[config.mk]
export PLATFORM = sky130hd
export DESIGN_NAME = ifence_sequencer
export DESIGN_NICKNAME = d
export VERILOG_FILES = /design/src/rtl/ifence_sequencer.sv
export SDC_FILE = /design/constraint.sdc
export NUM_CORES = 1
export LEC_CHECK = 0
export CORE_ASPECT_RATIO = 1.75
export CORE_MARGIN = 2
export CORE_UTILIZATION = 30
export CTS_CLUSTER_DIAMETER = 100
export DETAILED_ROUTE_END_ITERATION = 7
export GPL_TIMING_DRIVEN = 0
export HOLD_SLACK_MARGIN = 0.1
export PLACE_DENSITY = 0.58
export SLEW_MARGIN = 20
export SYNTH_ARGS = -nofsm -noshare
export SYNTH_HDL_FRONTEND = slang
export SYNTH_SLANG_ARGS = --single-unit
export TNS_END_PERCENT = 30
[constraint.sdc]
create_clock -name CLK -period 2.4 [get_ports CLK]
set_clock_uncertainty 0.1 [all_clocks]
set_input_delay 0.48 -clock CLK [delete_from_list [all_inputs] [get_ports CLK]]
set_output_delay 0.48 -clock CLK [all_outputs]
set_load 0.01 [all_outputs]
[src/rtl/ifence_sequencer.sv]
// FENCE.I sequencer: stalls the pipeline, flushes the D$, invalidates the I$,
// then redirects fetch to the instruction after the fence.
module ifence_sequencer #(
  parameter int unsigned TIMEOUT     = 1024,
  parameter bit          SKIP_DCACHE = 1'b0
) (
  input  logic        CLK,
  input  logic        nRST,
  input  logic        ifence,
  input  logic        ex_valid,
  input  logic [31:0] pc_ex,
  output logic        dcache_flush,
  input  logic        dcache_flush_done,
  output logic        icache_clear,
  input  logic        icache_clear_done,
  output logic        stall,
  output logic        redirect,
  output logic [31:0] redirect_pc,
  output logic        busy,
  output logic        fence_fault,
  output logic        fence_err
);

  localparam int unsigned CW = $clog2(TIMEOUT + 1);
  localparam logic [CW-1:0] LAST = CW'(TIMEOUT - 1);

  typedef enum logic [1:0] {
    IDLE     = 2'd0,
    DFLUSH   = 2'd1,
    ICLEAR   = 2'd2,
    REDIRECT = 2'd3
  } state_t;

  state_t        state;
  logic [CW-1:0] cnt;
  logic          trigger;
  logic          phase_last;

  assign trigger    = (state == IDLE) & ifence & ex_valid;
  assign phase_last = (cnt == LAST);

  // Combinational so the fence itself is held in its trigger cycle.
  assign stall = (state == DFLUSH) | (state == ICLEAR) | trigger;

  always_ff @(posedge CLK) begin
    if (!nRST) begin
      state        <= IDLE;
      cnt          <= '0;
      dcache_flush <= 1'b0;
      icache_clear <= 1'b0;
      redirect     <= 1'b0;
      busy         <= 1'b0;
      fence_fault  <= 1'b0;
      fence_err    <= 1'b0;
      redirect_pc  <= '0;
    end else begin
      redirect    <= 1'b0;
      fence_fault <= 1'b0;
      case (state)
        IDLE: begin
          if (trigger) begin
            redirect_pc <= pc_ex + 32'd4;
            cnt         <= '0;
            busy        <= 1'b1;
            if (SKIP_DCACHE) begin
              state        <= ICLEAR;
              icache_clear <= 1'b1;
            end else begin
              state        <= DFLUSH;
              dcache_flush <= 1'b1;
            end
          end
        end
        DFLUSH: begin
          // A done arriving on the last counted cycle still wins over the timeout.
          if (dcache_flush_done) begin
            state        <= ICLEAR;
            dcache_flush <= 1'b0;
            icache_clear <= 1'b1;
            cnt          <= '0;
          end else if (phase_last) begin
            state        <= REDIRECT;
            dcache_flush <= 1'b0;
            redirect     <= 1'b1;
            fence_fault  <= 1'b1;
            fence_err    <= 1'b1;
          end else begin
            cnt <= cnt + CW'(1);
          end
        end
        ICLEAR: begin
          if (icache_clear_done) begin
            state        <= REDIRECT;
            icache_clear <= 1'b0;
            redirect     <= 1'b1;
          end else if (phase_last) begin
            state        <= REDIRECT;
            icache_clear <= 1'b0;
            redirect     <= 1'b1;
            fence_fault  <= 1'b1;
            fence_err    <= 1'b1;
          end else begin
            cnt <= cnt + CW'(1);
          end
        end
        REDIRECT: begin
          state <= IDLE;
          busy  <= 1'b0;
        end
        default: begin
          state        <= IDLE;
          busy         <= 1'b0;
          dcache_flush <= 1'b0;
          icache_clear <= 1'b0;
        end
      endcase
    end
  end

endmodule

==> flow_summary.yaml, run 1 <==
die:
  coreArea_um2: 8610
  fp-row-count: 45
  die-area_um2: 9620
  start_util_pct: 30.7
  die_h_um: 128
  io_pins: 77
  die_w_um: 75.0
clocking:
  cts_tree: "yes"
  clkTransAtPathRegs_ps: 60
  cts.htree.levels: 2
  cts.sinks: 51
  cts_made_buffers: 5
  clk_latency_ps: 290
  clk_path_buf_depth: 2
  root_buffer: "clkbuf_16"
  ctsHoldBuffers: 0
final_layout:
  final_common_cell: "clkdlybuf4s50_1"
  num_antenna_cells: 0
  syn_to_final_growth_pct: 43.3
  fill_cells: 875
  fin_nets: 445
  drive_above_1_share_pct: 7.77
  final_core_util_pct: 44.1
  multiInputGateArea_um2: 1580
  final_cell_mix: "clkdlybuf4s50_1 (62), dfxtp_1 (50), o21ai_0 (27), a21oi_1 (21)"
  register_area_um2: 1020
logic_synthesis:
  synth_area_leaders: "dfxtp_1 (39%), o21ai_0 (5.1%), o31ai_1 (5.1%), or4_1 (4.8%), a21oi_1 (4.0%)"
  synth_top_area_cell: "dfxtp_1"
  synth_seq_area_share_pct: 38.6
  syn_nets: 361
  synthCells: 316
  yosys_warnings: 0
  synth_area_um2: 2650
  synth_top_area_share_pct: 38.6
  synth_cell_types: 41
  avgSynthCellArea_um2: 8.38
  synth_seq_cells: 51
drt:
  dr.pass1.iters: 7
  drt_iter0_drc: 165
  vias: 2784
  wl_per_cell_um: 16.5
  ant_nets: 0
  routed_via_density: 5.40
  route.detailed.drc: 0
  routed_wl_mm: 8.51
timing:
  hold_viol_final: 0
  rsz0062_at_grt: "no"
  slew_violations: 0
  fmax_mhz: 437
  tns_ps: 0
  worstMarginPinSlew_ps: 692
  setup_viol: 0
  post-route-period-util_pct: 95.3
  maxSlewHeadroom_pct: 53.6
  layout_min_cycle_time_ps: 2290
grt:
  grt_overflow: 0
  antenna_found_initial: 0
  grt_pass1_wl_mm: 13.3
  grt_max_degree: 14
  grt_pass1_vias: 2706
  grt.total_usage_pct: 17.9
critical_path:
  arrival_ps: 2410
  cp.required_ps: 2520
  slowest_stage: "clkdlybuf4s50_1"
  critical_path.max_fanout: 9
  path_cells: "clkdlybuf4s50_1, and4_1, clkbuf_4, nand4_1, buf_4, or3_1, a31oi_1"
  r2r_start: "state[0]"
  worst-path-buf-inv: 3
  critPathLaunch: "pc_ex[5]"
  worstSetupPathType: "in2reg"
  crit_family: "buffers and inverters"
  r2r_slack_ps: 210
  cp-start-kind: "primary input"
  endpoint_kind: "register"
  slowest_delay_ps: 570
power:
  p_total_w: 0.00273
  ir_drop_v: 0.000326
  p_leak_nw: 1.36
  power.density_nw_per_um2: 720
hold_path:
  worstHoldStart: "redirect_pc[0]"
  hold_class: "reg2reg"
run:
  drv_cap: 0
place:
  gp_congestion: 0.876
  hpwl_mm: 6.45
  portBuffers: 75
outcome:
  status: "completed"
[registers in the layout, summed over array words and instances, names as in the netlist]
signal and count:
busy 1, cnt 11, dcache_flush 1, fence_err 1
fence_fault 1, icache_clear 1, redirect 1, redirect_pc 32
state 2
[cell families (layout without fill, tap and decap cells)]
family	Yosys count	in the layout	synth area share [%]
AOI/OAI and AO/OA	104	104	25.2
and+or+nand+nor	113	113	24.2
adders and majority gates	7	7	3.31
DFF	51	51	38.6
xor gates and xnor gates	13	13	4.30
buffers and inverters	28	111	4.35
[synth_stat cells, drive strengths merged]
cell	count
a41oi	1
nor4	3
nor2	17
a31oi	15
xnor2	4
nand2	18
o2111a	1
a21bo	1
or2	1
nor3	4
inv	10
o21a	2
nand3b	1
nor4bb	1
and4	3
nand3	14
clkbuf	15
o211a	1
o31a	1
a211oi	8
or3	6
o221a	3
ha	7
nand2b	2
a311oi	3
a21oi	21
xor2	9
or4	18
dfxtp	51
nor2b	1
o311a	1
and3	6
o21ai	28
buf	3
and2	3
nand4	15
o31ai	18
[metal layers]
layer  vias to the layer above  track usage, %  routed length (um)  share of wire, %
met4                         0            6.20                 110               1.3
li1                       1381               -                   -                 -
met1                      1311            19.0                3250                38
met3                         9            2.99                 395               4.6
met5                         -               0                   0                 0
met2                        83            33.9                4760                56
[where the power goes]
group | total [W] | internal [W] | switching (W) | leakage [nW]
sequential | 0.00105 | 0.000971 | 0.0000819 | 0.418
clock | 0.000679 | 0.000376 | 0.000303 | 0.0628
combinational | 0.00100 | 0.000466 | 0.000535 | 0.878
total | 0.00273 | 0.00181 | 0.000920 | 1.36
[layout make-up]
type	instances	share of cell area (%)
well taps	117	3.86
inverters	10	0.989
plain buffers	17	2.14
repair buffers	78	20.9
multi-input cells	237	41.7
flip-flops and latches	51	26.9
clock buffers	6	3.40
[what timing repair did]
| item | 4_1_cts | 5_1_grt |
|---|---|---|
| buffers inserted | 0 | 3 |
| gates resized for setup | 16 | 16 |
| endpoints found under the setup margin | 23 | 19 |
| pin swaps | 1 | 3 |
[path summary, 6_finish.rpt]
| check | end | cells after the start |
|---|---|---|
| max | redirect_pc[24] | 7 |
| min | redirect_pc[0] | 2 |
| max reg2reg | cnt[6] | 6 |
| min reg2reg | redirect_pc[0] | 2 |
[stage by stage]
| stage | cells | hold slack (ps) | setup WS, ps | instance area, um2 |
|---|---|---|---|---|
| finish | 516 | 351 | 112 | 3790 |
| global route | 516 | 375 | 17.4 | 3790 |
| CTS | 514 | 355 | -21.1 | 3720 |
| detailed placement | 508 | 346 | -512 | 3540 |
| global placement | 508 | 347 | -512 | 3540 |
| floorplan | 316 | 351 | 360 | 2650 |
[worst register-to-register path, stage by stage, from the launching register on]
cell and delay, ps:
dfxtp_1 380, inv_2 90, ha_1 260, a21oi_1 250, nand2_1 220, o21ai_1 610
nor3_1 140
(Power assumes the default switching activity.)
==> run 2: changes to the inputs <==
Settings changed: CORE_UTILIZATION 30 to 47, GPL_TIMING_DRIVEN 0 to not set, PLACE_DENSITY 0.58 to 0.82.
==> run 2 against run 1 <==
Clock-buffer cell count is 1 lower. Sequential power hardly changed. Routed wire length decreased by 10%. Register-to-register slack is essentially flat. Hold slack better by 6.8 ps. Largest cell class unchanged. Highest routed layer unchanged.
==> flow_summary.yaml, run 2 (synthesized netlist as in run 1, its figures left out) <==
final_layout:
  drive_above_1_share_pct: 14.8
  largest_reg_flops: 32
  regMostFlops: "redirect_pc"
  fill_cells: 481
  num_antenna_cells: 0
  syn_to_final_growth_pct: 47.3
  final_core_util_pct: 71.0
  multiInputGateArea_um2: 1530
  final_common_cell: "clkdlybuf4s50_1"
  fin_cells: 501
  fin_nets: 470
  final_cell_mix: "clkdlybuf4s50_1 (76), dfxtp_1 (49), buf_4 (43), o21ai_0 (27), a21oi_1 (21)"
  register_area_um2: 1030
  reg_top3: "redirect_pc: 32 flops, cnt: 11 flops, state: 2 flops"
grt:
  grt.total_usage_pct: 26.2
  grt_overflow: 0
  met2_usage_pct: 47.1
  grt_pass1_vias: 2920
  grt_util_met1_pct: 27.2
  grt_max_degree: 63
  grt_pass1_wl_mm: 12.6
  grt-busiest-layer: "met2"
  antenna_found_initial: 0
  grt_use_met3_pct: 3.73
clocking:
  clk_latency_ps: 310
  cts_made_buffers: 5
  root_buffer: "clkbuf_8"
  clk_path_buf_depth: 2
  clkTransAtPathRegs_ps: 90
  cts_setup_buffers: 0
  cts_tree: "yes"
  cts.sinks: 51
  cts.htree.levels: 2
drt:
  ant_nets: 0
  drt_iter0_drc: 109
  route.detailed.drc: 0
  routed_wl_mm: 7.66
  wl_per_cell_um: 15.3
  vias: 2921
  routed_via_density: 5.83
  dr.pass1.iters: 4
timing:
  setup_viol: 0
  slew_violations: 0
  rsz0062_at_grt: "yes"
  layout_min_cycle_time_ps: 2350
  hold_viol_final: 0
  worstMarginPinSlew_ps: 556
  setup_slack_ps: 51.9
  fmax_mhz: 426
  post-route-period-util_pct: 97.8
  maxSlewHeadroom_pct: 62.9
power:
  p_leak_nw: 1.40
  ir_drop_v: 0.000378
  power.density_nw_per_um2: 691
critical_path:
  worstSetupPathType: "in2reg"
  endpoint_kind: "register"
  slowest_delay_ps: 670
  arrival_ps: 2490
  critical_path.max_fanout: 23
  cp-start-kind: "primary input"
  slowest_stage: "or4_4"
  cp.required_ps: 2540
  path_cells: "clkdlybuf4s50_1, nand4_2, or4_4, or4_1, a31oi_1"
die:
  coreArea_um2: 5500
  io_pins: 77
  fp-row-count: 36
  die_h_um: 103
  die_w_um: 60.7
  die-area_um2: 6270
  start_util_pct: 48.2
place:
  dp_cells: 494
  dp_slack_ps: -277
  portBuffers: 76
  gp_congestion: 0.863
  hpwl_mm: 5.80
run:
  drv_cap: 0
outcome:
  status: "completed"
hold_path:
  hold_class: "reg2reg"
[run 2: changes by cell type in the layout (fill, tap and decap cells not counted), moves of 5 or more]
cell | previous run | this run
clkdlybuf4s50_1 | 62 | 76
buf_4 | 3 | 43
clkbuf_8 | 0 | 5
clkbuf_1 | 13 | 0
clkbuf_16 | 5 | 0
dlymetal6s2s_1 | 10 | 0
[run 2: routing by layer]
| metal | share of wire, % | wire [um] | up-vias |
|---|---|---|---|
| met5 | 0 | 0 | - |
| met3 | 4.1 | 315 | 34 |
| met2 | 55 | 4200 | 104 |
| li1 | - | - | 1432 |
| met4 | 5.3 | 408 | 0 |
| met1 | 36 | 2740 | 1351 |
[run 2: worst paths after layout]
kind              cells past startpoint  slack (ps)           start              end
setup / recovery                      5          50       pc_ex[12]  redirect_pc[31]
hold / removal                        2         360  redirect_pc[3]   redirect_pc[3]
setup reg to reg                      6         210        state[0]           cnt[7]
hold reg to reg                       2         360  redirect_pc[3]   redirect_pc[3]
[run 2: report_power, final]
part / leakage, nW / internal, W / switching [W]
sequential: 0.418 / 0.000973 / 0.0000771
clock: 0.0502 / 0.000305 / 0.000294
combinational: 0.927 / 0.000537 / 0.000507
[run 2: critical path: cells and delay by family]
kind	cells	cell delay, ps
AOI/OAI and AO/OA	1	160
and+or+nand+nor	3	1340
buffers and inverters	1	500
[run 2: timing repair]
action,in CTS,in global routing
pin swaps,0,0
hold buffers,0,0
gates resized for setup,2,3
endpoints found under the setup margin,1,2
[run 2: area by class of cell]
class | count | area share (%)
timing repair buffer | 120 | 28.3
multi-input combinational | 237 | 39.3
sequential | 51 | 26.3
clock buffer | 5 | 1.76
inverter | 10 | 0.962
tap | 76 | 2.44
clock inverter | 2 | 0.962
[run 2: through the flow]
| stage | hold slack (ps) | power (W) | TNS (ps) | instance area [um2] |
|---|---|---|---|---|
| final | 358 | 0.00269 | 0 | 3900 |
| after CTS | 360 | 0.00267 | 0 | 3890 |
| after global routing | 379 | 0.00284 | -1.30 | 3900 |
| after global placement | 341 | 0.00205 | -2050 | 3780 |
| after floorplan | 351 | 0.00155 | 0 | 2650 |
| after detailed placement | 346 | 0.00207 | -2620 | 3780 |
==> run 3: changes to the inputs <==
Settings changed: SKIP_CTS_REPAIR_TIMING set to 1.
==> run 3 against run 2 <==
Core utilization unchanged. Sequential power about the same. Maximum frequency decreased by 0.20%. Critical path type unchanged. Die area unchanged. Clock power about the same. Global-route usage unchanged.
==> flow_summary.yaml, run 3 (synthesized netlist as in run 1, its figures left out) <==
final_layout:
  fill_cells: 483
  largest_reg_flops: 32
  reg_top3: "redirect_pc: 32 flops, cnt: 11 flops, state: 2 flops"
  fin_nets: 470
  drive_above_1_share_pct: 14.8
  final_cell_mix: "clkdlybuf4s50_1 (76), dfxtp_1 (49), buf_4 (43), o21ai_0 (27), a21oi_1 (21)"
  num_antenna_cells: 0
  regMostFlops: "redirect_pc"
  syn_to_final_growth_pct: 47.3
  final_common_cell: "clkdlybuf4s50_1"
clocking:
  clk_latency_ps: 310
  clk_path_buf_depth: 2
  clkTransAtPathRegs_ps: 90
  cts_made_buffers: 5
  cts.sinks: 51
  cts_tree: "yes"
  root_buffer: "clkbuf_8"
  cts.htree.levels: 2
grt:
  grt_pass1_vias: 2920
  grt.total_usage_pct: 26.2
  grt_overflow: 0
  grt_pass1_wl_mm: 12.6
  grt_max_degree: 63
  antenna_found_initial: 0
die:
  io_pins: 77
  die_h_um: 103
  die_w_um: 60.7
  fp-row-count: 36
  coreArea_um2: 5500
  start_util_pct: 48.2
  die-area_um2: 6270
drt:
  ant_nets: 0
  dr.pass1.iters: 4
  vias: 2924
  routed_wl_mm: 7.66
  routed_via_density: 5.84
  drt_iter0_drc: 99
  route.detailed.drc: 0
  wl_per_cell_um: 15.3
timing:
  tns_ps: 0
  post-route-period-util_pct: 98.0
  setup_viol: 0
  maxSlewHeadroom_pct: 63.0
  whs_ps: 358
  worstMarginPinSlew_ps: 555
  hold_viol_final: 0
  slew_violations: 0
  fmax_mhz: 425
  layout_min_cycle_time_ps: 2350
  rsz0062_at_grt: "yes"
power:
  p_leak_nw: 1.40
  power.density_nw_per_um2: 691
  p_total_w: 0.00270
  ir_drop_v: 0.000377
hold_path:
  hold_class: "reg2reg"
outcome:
  status: "completed"
critical_path:
  worstSetupPathType: "in2reg"
  critical_path.max_fanout: 23
  arrival_ps: 2500
  cp-start-kind: "primary input"
  cp.required_ps: 2540
  endpoint_kind: "register"
place:
  hpwl_mm: 5.80
  gp_congestion: 0.863
  portBuffers: 76
run:
  drv_cap: 0
[run 3: cell counts in the layout (fill, tap and decap cells not counted)]
No cell type changed its count.
[run 3: final timing paths]
check | end | slack [ps] | start | depth (start not counted)
max | redirect_pc[31] | 50 | pc_ex[12] | 5
min | redirect_pc[3] | 360 | redirect_pc[3] | 2
max reg2reg | cnt[7] | 210 | state[0] | 6
min reg2reg | redirect_pc[3] | 360 | redirect_pc[3] | 2
[run 3: area by class of cell]
type                    count  area [um2]  area share (%)
multi-input cells         237        1530            39.3
inverters                  10        37.5           0.962
repair buffers            120        1100            28.3
flip-flops and latches     51        1030            26.3
clock buffers               5        68.8            1.76
well taps                  76        95.1            2.44
clock inverters             2        37.5           0.962
[run 3: critical path: stages]
cell	delay, ps
clkdlybuf4s50_1	500
nand4_2	140
or4_4	670
or4_1	530
a31oi_1	170
[run 3: power breakdown]
group	total (W)	switching, W	internal [W]
clock	0.000596	0.000291	0.000305
sequential	0.00105	0.0000778	0.000973
combinational	0.00105	0.000510	0.000538
[run 3: metrics by stage]
stage / std cells / utilization, % / worst slack [ps] / instance area (um2)
6_report: 501 / 71.0 / 47.2 / 3900
5_1_grt: 501 / 71.0 / -1.30 / 3900
4_1_cts: 501 / 70.7 / -18.8 / 3880
3_5_place_dp: 494 / 68.7 / -277 / 3780
3_3_place_gp: 494 / 68.7 / -232 / 3780
2_1_floorplan: 316 / - / 360 / 2650
[run 3: routing by layer]
metal	track usage [%]	routed length [um]
met2	47.1	4200
met4	16.7	413
met1	27.2	2770
met5	0	0
met3	3.73	285
